$ cat src/rtl/instr_encoder_loader.sv
// Packs field-level MIPS instruction requests into 32-bit words and streams them
// into instruction memory from BASE_ADDR upward, one acknowledged write at a time.
module instr_encoder_loader #(
  parameter int ADDR_W    = 12,
  parameter int BASE_ADDR = 0,
  parameter int DEPTH     = 256,
  localparam int CNT_W    = $clog2(DEPTH) + 1
) (
  input  logic              clk,
  input  logic              rst_n,
  input  logic              start_i,
  input  logic              stop_i,
  input  logic              enc_valid_i,
  output logic              enc_ready_o,
  input  logic [1:0]        enc_fmt_i,
  input  logic [5:0]        enc_op_i,
  input  logic [5:0]        enc_funct_i,
  input  logic [4:0]        enc_rs_i,
  input  logic [4:0]        enc_rt_i,
  input  logic [4:0]        enc_rd_i,
  input  logic [4:0]        enc_shamt_i,
  input  logic [15:0]       enc_imm_i,
  input  logic [25:0]       enc_target_i,
  output logic              imem_wr_en_o,
  output logic [ADDR_W-1:0] imem_addr_o,
  output logic [31:0]       imem_wr_data_o,
  input  logic              imem_ack_i,
  output logic [CNT_W-1:0]  count_o,
  output logic              full_o,
  output logic              done_o,
  output logic              err_o
);

  typedef enum logic [1:0] {
    S_IDLE   = 2'd0,
    S_ACCEPT = 2'd1,
    S_WRITE  = 2'd2,
    S_FULL   = 2'd3
  } state_t;

  localparam logic [ADDR_W-1:0] BASE = ADDR_W'(BASE_ADDR);
  localparam logic [CNT_W-1:0]  LAST = CNT_W'(DEPTH - 1);

  // J-format only carries jumps; I-format must not alias R-type or jump opcodes.
  function automatic logic is_legal(input logic [1:0] fmt, input logic [5:0] op);
    logic ok;
    case (fmt)
      2'd0:    ok = 1'b1;
      2'd1:    ok = (op != 6'h00) && (op != 6'h02) && (op != 6'h03);
      2'd2:    ok = (op == 6'h02) || (op == 6'h03);
      default: ok = 1'b0;
    endcase
    return ok;
  endfunction

  function automatic logic [31:0] encode(
    input logic [1:0]  fmt,
    input logic [5:0]  op,
    input logic [5:0]  funct,
    input logic [4:0]  rs,
    input logic [4:0]  rt,
    input logic [4:0]  rd,
    input logic [4:0]  shamt,
    input logic [15:0] imm,
    input logic [25:0] target
  );
    logic [31:0] word;
    case (fmt)
      2'd0:    word = {6'h00, rs, rt, rd, shamt, funct};
      2'd1:    word = {op, rs, rt, imm};
      2'd2:    word = {op, target};
      default: word = 32'h0000_0000;
    endcase
    return word;
  endfunction

  state_t             state_r;
  state_t             next_s;
  logic               latch_s;
  logic               drop_s;
  logic               step_s;
  logic               done_s;
  logic               reinit_s;
  logic               ready_r;
  logic               wr_en_r;
  logic               full_r;
  logic               done_r;
  logic               err_r;
  logic [ADDR_W-1:0]  addr_r;
  logic [CNT_W-1:0]   count_r;
  logic [31:0]        wr_data_r;

  // Next-state and per-cycle action decode; start_i overrides every state.
  always_comb begin
    next_s   = state_r;
    latch_s  = 1'b0;
    drop_s   = 1'b0;
    step_s   = 1'b0;
    done_s   = 1'b0;
    reinit_s = 1'b0;
    if (start_i) begin
      next_s   = S_ACCEPT;
      reinit_s = 1'b1;
    end else begin
      case (state_r)
        S_IDLE: next_s = S_IDLE;
        S_ACCEPT: begin
          if (stop_i) begin
            next_s = S_IDLE;
            done_s = 1'b1;
          end else if (enc_valid_i) begin
            if (is_legal(enc_fmt_i, enc_op_i)) begin
              next_s  = S_WRITE;
              latch_s = 1'b1;
            end else begin
              drop_s = 1'b1;
            end
          end else begin
            next_s = S_ACCEPT;
          end
        end
        S_WRITE: begin
          if (imem_ack_i) begin
            step_s = 1'b1;
            if (count_r == LAST) begin
              next_s = S_FULL;
              done_s = 1'b1;
            end else begin
              next_s = S_ACCEPT;
            end
          end else begin
            next_s = S_WRITE;
          end
        end
        S_FULL:  next_s = S_FULL;
        default: next_s = S_IDLE;
      endcase
    end
  end

  // State register.
  always_ff @(posedge clk or negedge rst_n) begin
    if (!rst_n) begin
      state_r <= S_IDLE;
    end else begin
      state_r <= next_s;
    end
  end

  // Datapath and handshake outputs, registered from the decoded next state.
  always_ff @(posedge clk or negedge rst_n) begin
    if (!rst_n) begin
      ready_r   <= 1'b0;
      wr_en_r   <= 1'b0;
      full_r    <= 1'b0;
      done_r    <= 1'b0;
      err_r     <= 1'b0;
      addr_r    <= BASE;
      count_r   <= {CNT_W{1'b0}};
      wr_data_r <= 32'h0000_0000;
    end else begin
      ready_r <= (next_s == S_ACCEPT);
      wr_en_r <= (next_s == S_WRITE);
      full_r  <= (next_s == S_FULL);
      done_r  <= done_s;
      if (latch_s) begin
        wr_data_r <= encode(enc_fmt_i, enc_op_i, enc_funct_i, enc_rs_i, enc_rt_i,
                            enc_rd_i, enc_shamt_i, enc_imm_i, enc_target_i);
      end
      if (reinit_s) begin
        addr_r  <= BASE;
        count_r <= {CNT_W{1'b0}};
        err_r   <= 1'b0;
      end else begin
        if (step_s) begin
          addr_r  <= addr_r + ADDR_W'(4);
          count_r <= count_r + CNT_W'(1);
        end
        if (drop_s) begin
          err_r <= 1'b1;
        end
      end
    end
  end

  assign enc_ready_o    = ready_r;
  assign imem_wr_en_o   = wr_en_r;
  assign imem_addr_o    = addr_r;
  assign imem_wr_data_o = wr_data_r;
  assign count_o        = count_r;
  assign full_o         = full_r;
  assign done_o         = done_r;
  assign err_o          = err_r;

endmodule

$ cat config.mk
export PLATFORM = sky130hd
export DESIGN_NAME = instr_encoder_loader
export DESIGN_NICKNAME = d
export VERILOG_FILES = /design/src/rtl/instr_encoder_loader.sv
export SDC_FILE = /design/constraint.sdc
export NUM_CORES = 1
export LEC_CHECK = 0
export BUFFER_PORTS_ARGS = -buffer_cell sky130_fd_sc_hd__buf_2
export CAP_MARGIN = 20
export CORE_MARGIN = 5
export CORE_UTILIZATION = 47
export CTS_BUF_LIST = sky130_fd_sc_hd__clkbuf_4 sky130_fd_sc_hd__clkbuf_8 sky130_fd_sc_hd__clkbuf_16
export DETAILED_ROUTE_END_ITERATION = 10
export PLACE_DENSITY = 0.81
export SETUP_SLACK_MARGIN = 0.2
export SYNTH_ARGS = -nofsm -noshare
export SYNTH_HDL_FRONTEND = slang
export SYNTH_SLANG_ARGS = --single-unit
$ cat constraint.sdc
create_clock -name clk -period 2.1 [get_ports clk]
set_input_delay 0.42 -clock clk [delete_from_list [all_inputs] [get_ports clk]]
set_output_delay 0.42 -clock clk [all_outputs]
set_load 0.005 [all_outputs]
# [Word level (Yosys, flattened, before mapping)]
# Index checks and enable logic that the tools add are counted.
[word_totals] inputBits=82 reg_bits=60
[classes] eq_ne=13 reduce_logical=8 n_addsub=2 n_mux=38
[op_table] operator="32-bit case mux with 3 select lines" n=1
[op_table] operator="1-bit two-way mux" n=24
[op_table] operator="12-bit two-way mux" n=2
[op_table] operator="9-bit two-way mux" n=2
[op_table] operator="12-bit by 3-bit adder with 12-bit output, second input constant" n=1
[op_table] operator="6-bit by 2-bit == test with 1-bit output, second input constant" n=2
[op_table] operator="2-bit two-way mux" n=6
[op_table] operator="6-bit by 2-bit inequality test with 1-bit output, second input constant" n=2
[op_table] operator="2-bit == test, second input constant" n=5
[op_table] operator="9-bit by 1-bit adder with 9-bit output, second input constant" n=1
[op_table] operator="9-bit by 8-bit == test with 1-bit output, second input constant" n=1
[op_table] operator="2-bit case mux with 4 select lines" n=1
[op_table] operator="2-bit by 1-bit == test with 1-bit output, second input constant" n=3
[op_table] operator="6-bit nonzero test" n=1
[op_table] operator="2-bit logical NOT" n=2
[op_table] operator="2-bit nonzero test" n=2
[op_table] operator="1-bit case mux with 3 select lines" n=1
[op_table] operator="1-bit logical AND" n=2
[op_table] operator="1-bit case mux with 2 select lines" n=1
[op_table] operator="1-bit logical OR" n=1

# [Logic depth before layout (Yosys ltp)]
[depth] ltp_word=15 ltp_mapped=9 ltp_nobuf=9

# [Least setup slack after synthesis]
# No wires, ideal clock.
[synth_timing] path_type="flip-flop to flip-flop" start="register count_r[2], in the netlist count_o[2]" end="register ready_r, in the netlist enc_ready_o" path_buffers=0 slack_ns=0.267 path_stages_with_launch=10 required_time_ns=1.981 period_less_slack_ns=1.833 arrival_time_ns=1.714 setup_ns=0.119 path_cell_list="dfrtp_1 -> and3_1 -> nand3_1 -> nor2_1 -> ha_1 -> nand2b_1 -> a21oi_1 -> a211o_1 -> a31o_2 -> and2_1"
[synth_between] elab_chain_cells=6
[synth_lines] element="start, declared" line="90" text="logic [CNT_W-1:0] count_r;"
[synth_lines] element="start signal, assigned" line="159" text="count_r <= {CNT_W{1'b0}};"
[synth_lines] element="start signal, assigned" line="172" text="count_r <= {CNT_W{1'b0}};"
[synth_lines] element="start signal, assigned" line="177" text="count_r <= count_r + CNT_W'(1);"
[synth_lines] element="9-bit by 8-bit == test with 1-bit output" line="125" text="if (count_r == LAST) begin"
[synth_lines] element="2-bit two-way mux" line="125"
[synth_lines] element="2-bit two-way mux" line="123" text="if (imem_ack_i) begin"
[synth_lines] element="2-bit case mux with 4 select lines" line="105" text="case (state_r)"
[synth_lines] element="2-bit two-way mux" line="101" text="if (start_i) begin"
[synth_lines] element="2-bit by 1-bit == test with 1-bit output" line="162" text="ready_r <= (next_s == S_ACCEPT);"
[synth_lines] element="end signal, assigned" line="162"
[synth_lines] element="end, declared" line="84" text="logic ready_r;"
# No other way between the ends.
# A chain may end at the register's enable or synchronous reset.

# [Final worst setup path]
[layout_timing] start="register state_r[1]" end="register wr_data_r[18], in the netlist imem_wr_data_o[18]"
[layout_between] elab_chain_cells=3
[layout_lines] element="start, declared" line="77" text="state_t state_r;"
[layout_lines] element="start signal, assigned" line="146" text="state_r <= next_s;"
[layout_lines] element="2-bit by 1-bit == test with 1-bit output" line="105"
[layout_lines] element="1-bit two-way mux" line="105"
[layout_lines] element="1-bit two-way mux" line="101"
[layout_lines] element="end signal, assigned" line="167" text="wr_data_r <= encode(enc_fmt_i, enc_op_i, enc_funct_i, enc_rs_i, enc_rt_i,"
[layout_lines] element="end, declared" line="91" text="logic [31:0] wr_data_r;"
# No other way between the ends.

==> summary.md <==
| Metric | Value |
|---|---|
| CTS tree | `done` |
| Kind of critical path | `reg2reg` |
| Required time worst endpoint | `2.32 ns` |
| Post-CTS Hold Buffers | `0` |
| Syn Std Cell Area | `3070 um^2` |
| H-tree depth | `3` |
| Crit path launch type | `flop` |
| Synth area leaders | `dfrtp_1 (47%), o21ai_2 (8.0%), mux2i_1 (5.9%)` |
| Final non-filler cell total | `554` |
| Filler cell count | `501` |
| Crit end category | `flop` |
| Worst min-delay path category | `in2async` |
| Syn avg cell area | `9.62 um^2` |
| Area leader, netlist | `dfrtp_1` |
| Reg2reg setup slack | `0.16 ns` |
| CP Data Arrival Time | `2.16 ns` |
| Routed len/inst | `15.8 um` |
| Dpl cells | `521` |
| Antenna diode count | `0` |
| PortBufs | `137` |
| Crit-path max FO | `8` |
| CTS buffer count | `9` |
| HPWL Detailed | `5.80 mm` |
| Register area share after synthesis | `47.3%` |
| Max Freq | `0.515 GHz` |
| Multi-input logic area | `1640 um^2` |
| Routability cong. | `0.813` |
| CP cell instances | `inv_2 > ha_4 > nor2b_4 > nand2_2 > a2111o_2 > clkbuf_16 > nand2_1 > o21ai_2` |
| Vias per inst | `5.15` |
| Endpoints failing setup | `0` |
| Die area | `8240 um^2` |
| RR Endpoint | `imem_wr_data_o[18]` |
| Starting density of the core | `48.3%` |
| Crit path max-delay cell type | `a2111o_2` |
| Final Hold Viols | `0` |
| Drt drc | `0` |
| Worst-path clk slew | `0.07 ns` |
| Post-synth EDFFs | `0` |
| DRT antenna net count | `0` |
| Total number of vias | `2,851` |
| Clk sink count | `58` |
| Asr flop ratio synth | `100%` |
| Fin Hold WS | `0.0750 ns` |
| Total GRT Usage | `19.5%` |
| Final core occ | `69.3%` |
| Number of synthesized register bits | `58` |
| Root buf cell | `clkbuf_8` |
| Drt first pass iters | `4` |
| Io pins | `140` |
| Layout area overhead | `43.5%` |
| Pwr/cell area | `667 nW/um^2` |
| RSZ-0062 raised after global routing | `yes` |
| Warnings, synthesis | `0` |
| GRT overflow | `0` |
| Share of layout cells above drive strength 1 | `51.2%` |
| FF+latch area | `1450 um^2` |
| Max-Cap Viols | `0` |
| Rows | `29` |
| Die W | `90.8 um` |
| Initial antenna violation count | `0` |
| First-pass GRT wire length | `13.1 mm` |
| Die Ht | `90.8 um` |
| Clock buffer depth | `2` |
| Status | `finished clean` |
| Final Skew | `0.00666 ns` |
| Max rail drop VDD | `0.491 mV` |
| Crit-path max cell delay | `0.61 ns` |
| Largest net degree at the start of global routing | `59` |
| Final Max Slew Viols | `0` |
| Min Tclk post-route | `1.94 ns` |
| Final WL | `8.73 mm` |
| Core footprint | `6350 um^2` |
| Top_reg_cell synth | `dfrtp_1` |
| Worst r2r path cells | `8` |
| Worst-skew pair later-pin latency | `0.33 ns` |
| Vias in the first global route | `2,814` |
| Buf/Inv on CP | `2` |
| Final period util | `92.4%` |
| Cell family with most CP delay | `compound AO/OA/AOI/OAI gates` |
| Reg-to-Reg Start | `state_r[1]` |
| Leakage | `2.33 nW` |
| Final-stage net count | `562` |
| Drt first-iter violations | `88` |
| Cell count after synthesis | `319` |
| Final TNS setup | `0 ns` |
| Top cell type's share of synthesized area | `47.3%` |
| Synth cell types | `35` |
-- sequential cells by signal (all words and copies together), names as in the netlist --
signal,cells
imem_addr_o,10
state_r,2
imem_wr_data_o,32
count_o,9
done_o,1
imem_wr_en_o,1
enc_ready_o,1
full_o,1
err_o,1
-- area by class of cell --
type / instances / share of cell area, %
clock buffer: 12 / 3.61
clock inverter: 3 / 0.341
inverter: 6 / 0.512
multi-input combinational: 234 / 37.2
sequential: 58 / 33.0
tap: 77 / 2.19
timing repair buffer: 164 / 23.2
-- through the flow --
stage	worst slack (ns)	area, um^2	total power, W
floorplan	0.267	3070	0.00164
global route	0.0669	4400	0.00309
detailed placement	0.124	3820	0.00195
finish	0.159	4400	0.00294
global placement	0.162	3820	0.00192
CTS	0.200	4060	0.00287
-- cell usage after synthesis (2+ instances only) --
cell      count
dfrtp_1      58
a31oi_1       2
ha_1          7
xnor2_1       3
o21ai_1       4
nor2b_1      13
a211oi_1      2
and3_1        6
nor2_1       39
buf_6         7
o21ai_2      28
mux2i_1      18
a21oi_1      27
and2_1        2
nand2_1      48
nand4_1       2
nand2b_1      3
clkbuf_1      9
nand3_1       4
xor2_1       14
buf_2         3
buf_4         2
inv_1         6
-- worst register-to-register path, stage by stage (launching register included) --
cell and delay (ns):
dfrtp_1 0.41, inv_2 0.09, ha_4 0.13, nor2b_4 0.15, nand2_2 0.07, a2111o_2 0.61
clkbuf_16 0.23, nand2_1 0.08, o21ai_2 0.05
-- cells by family (layout without fill, tap and decap cells) --
group	after synthesis	after routing	synth area share [%]
muxes	18	18	5.87
xor gates and xnor gates	17	17	4.85
other	1	2	0.122
and+or+nand+nor	119	119	17.3
DFF	58	58	47.3
AOI/OAI and AO/OA	71	71	16.2
buffers and inverters	28	185	5.51
adders and majority gates	7	7	2.85
-- timing repair --
action,CTS,global route
pin swaps,1,23
buffers inserted,4,7
gates resized for setup,4,45
endpoints found under the setup margin,35,38
cloned,1,6
-- cells in the final DEF (no fill, tap or decap), drive strengths merged, types with 2 or more instances in the layout --
cell,n
nor2b,13
nand4,2
o21ai,33
mux2i,18
nand2,48
inv,6
a21oi,27
a31oi,2
nand2b,3
and3,6
clkinv,3
ha,7
conb,2
a211oi,2
xor2,14
dfrtp,58
clkbuf,17
xnor2,3
nand3,4
nor2,39
buf,159
and2,2
-- metal layers --
layer / global-route usage (%) / routed length, um
met1: 22.6 / 3470
met2: 33.5 / 4440
met3: 4.50 / 593
met4: 9.90 / 229
met5: 0 / 0
-- report_power, final --
part	total [W]	switching, W	internal [W]
sequential	0.00135	0.0000930	0.00126
combinational	0.000666	0.000331	0.000335
clock	0.000919	0.000426	0.000493
-- worst max-delay path by stage --
stage	slack, ns	depth (start not counted)	from	end
after floorplan	0.27	9	count_o[2]	enc_ready_o
after global placement	0.16	7	enc_op_i[2]	imem_wr_data_o[9]
after detailed placement	0.12	7	enc_op_i[2]	imem_wr_data_o[19]
after CTS	0.20	9	count_o[1]	enc_ready_o
after global routing	0.07	8	state_r[1]	imem_wr_data_o[18]
final	0.16	8	state_r[1]	imem_wr_data_o[18]
No activity file was read; power rests on OpenSTA's default activity.
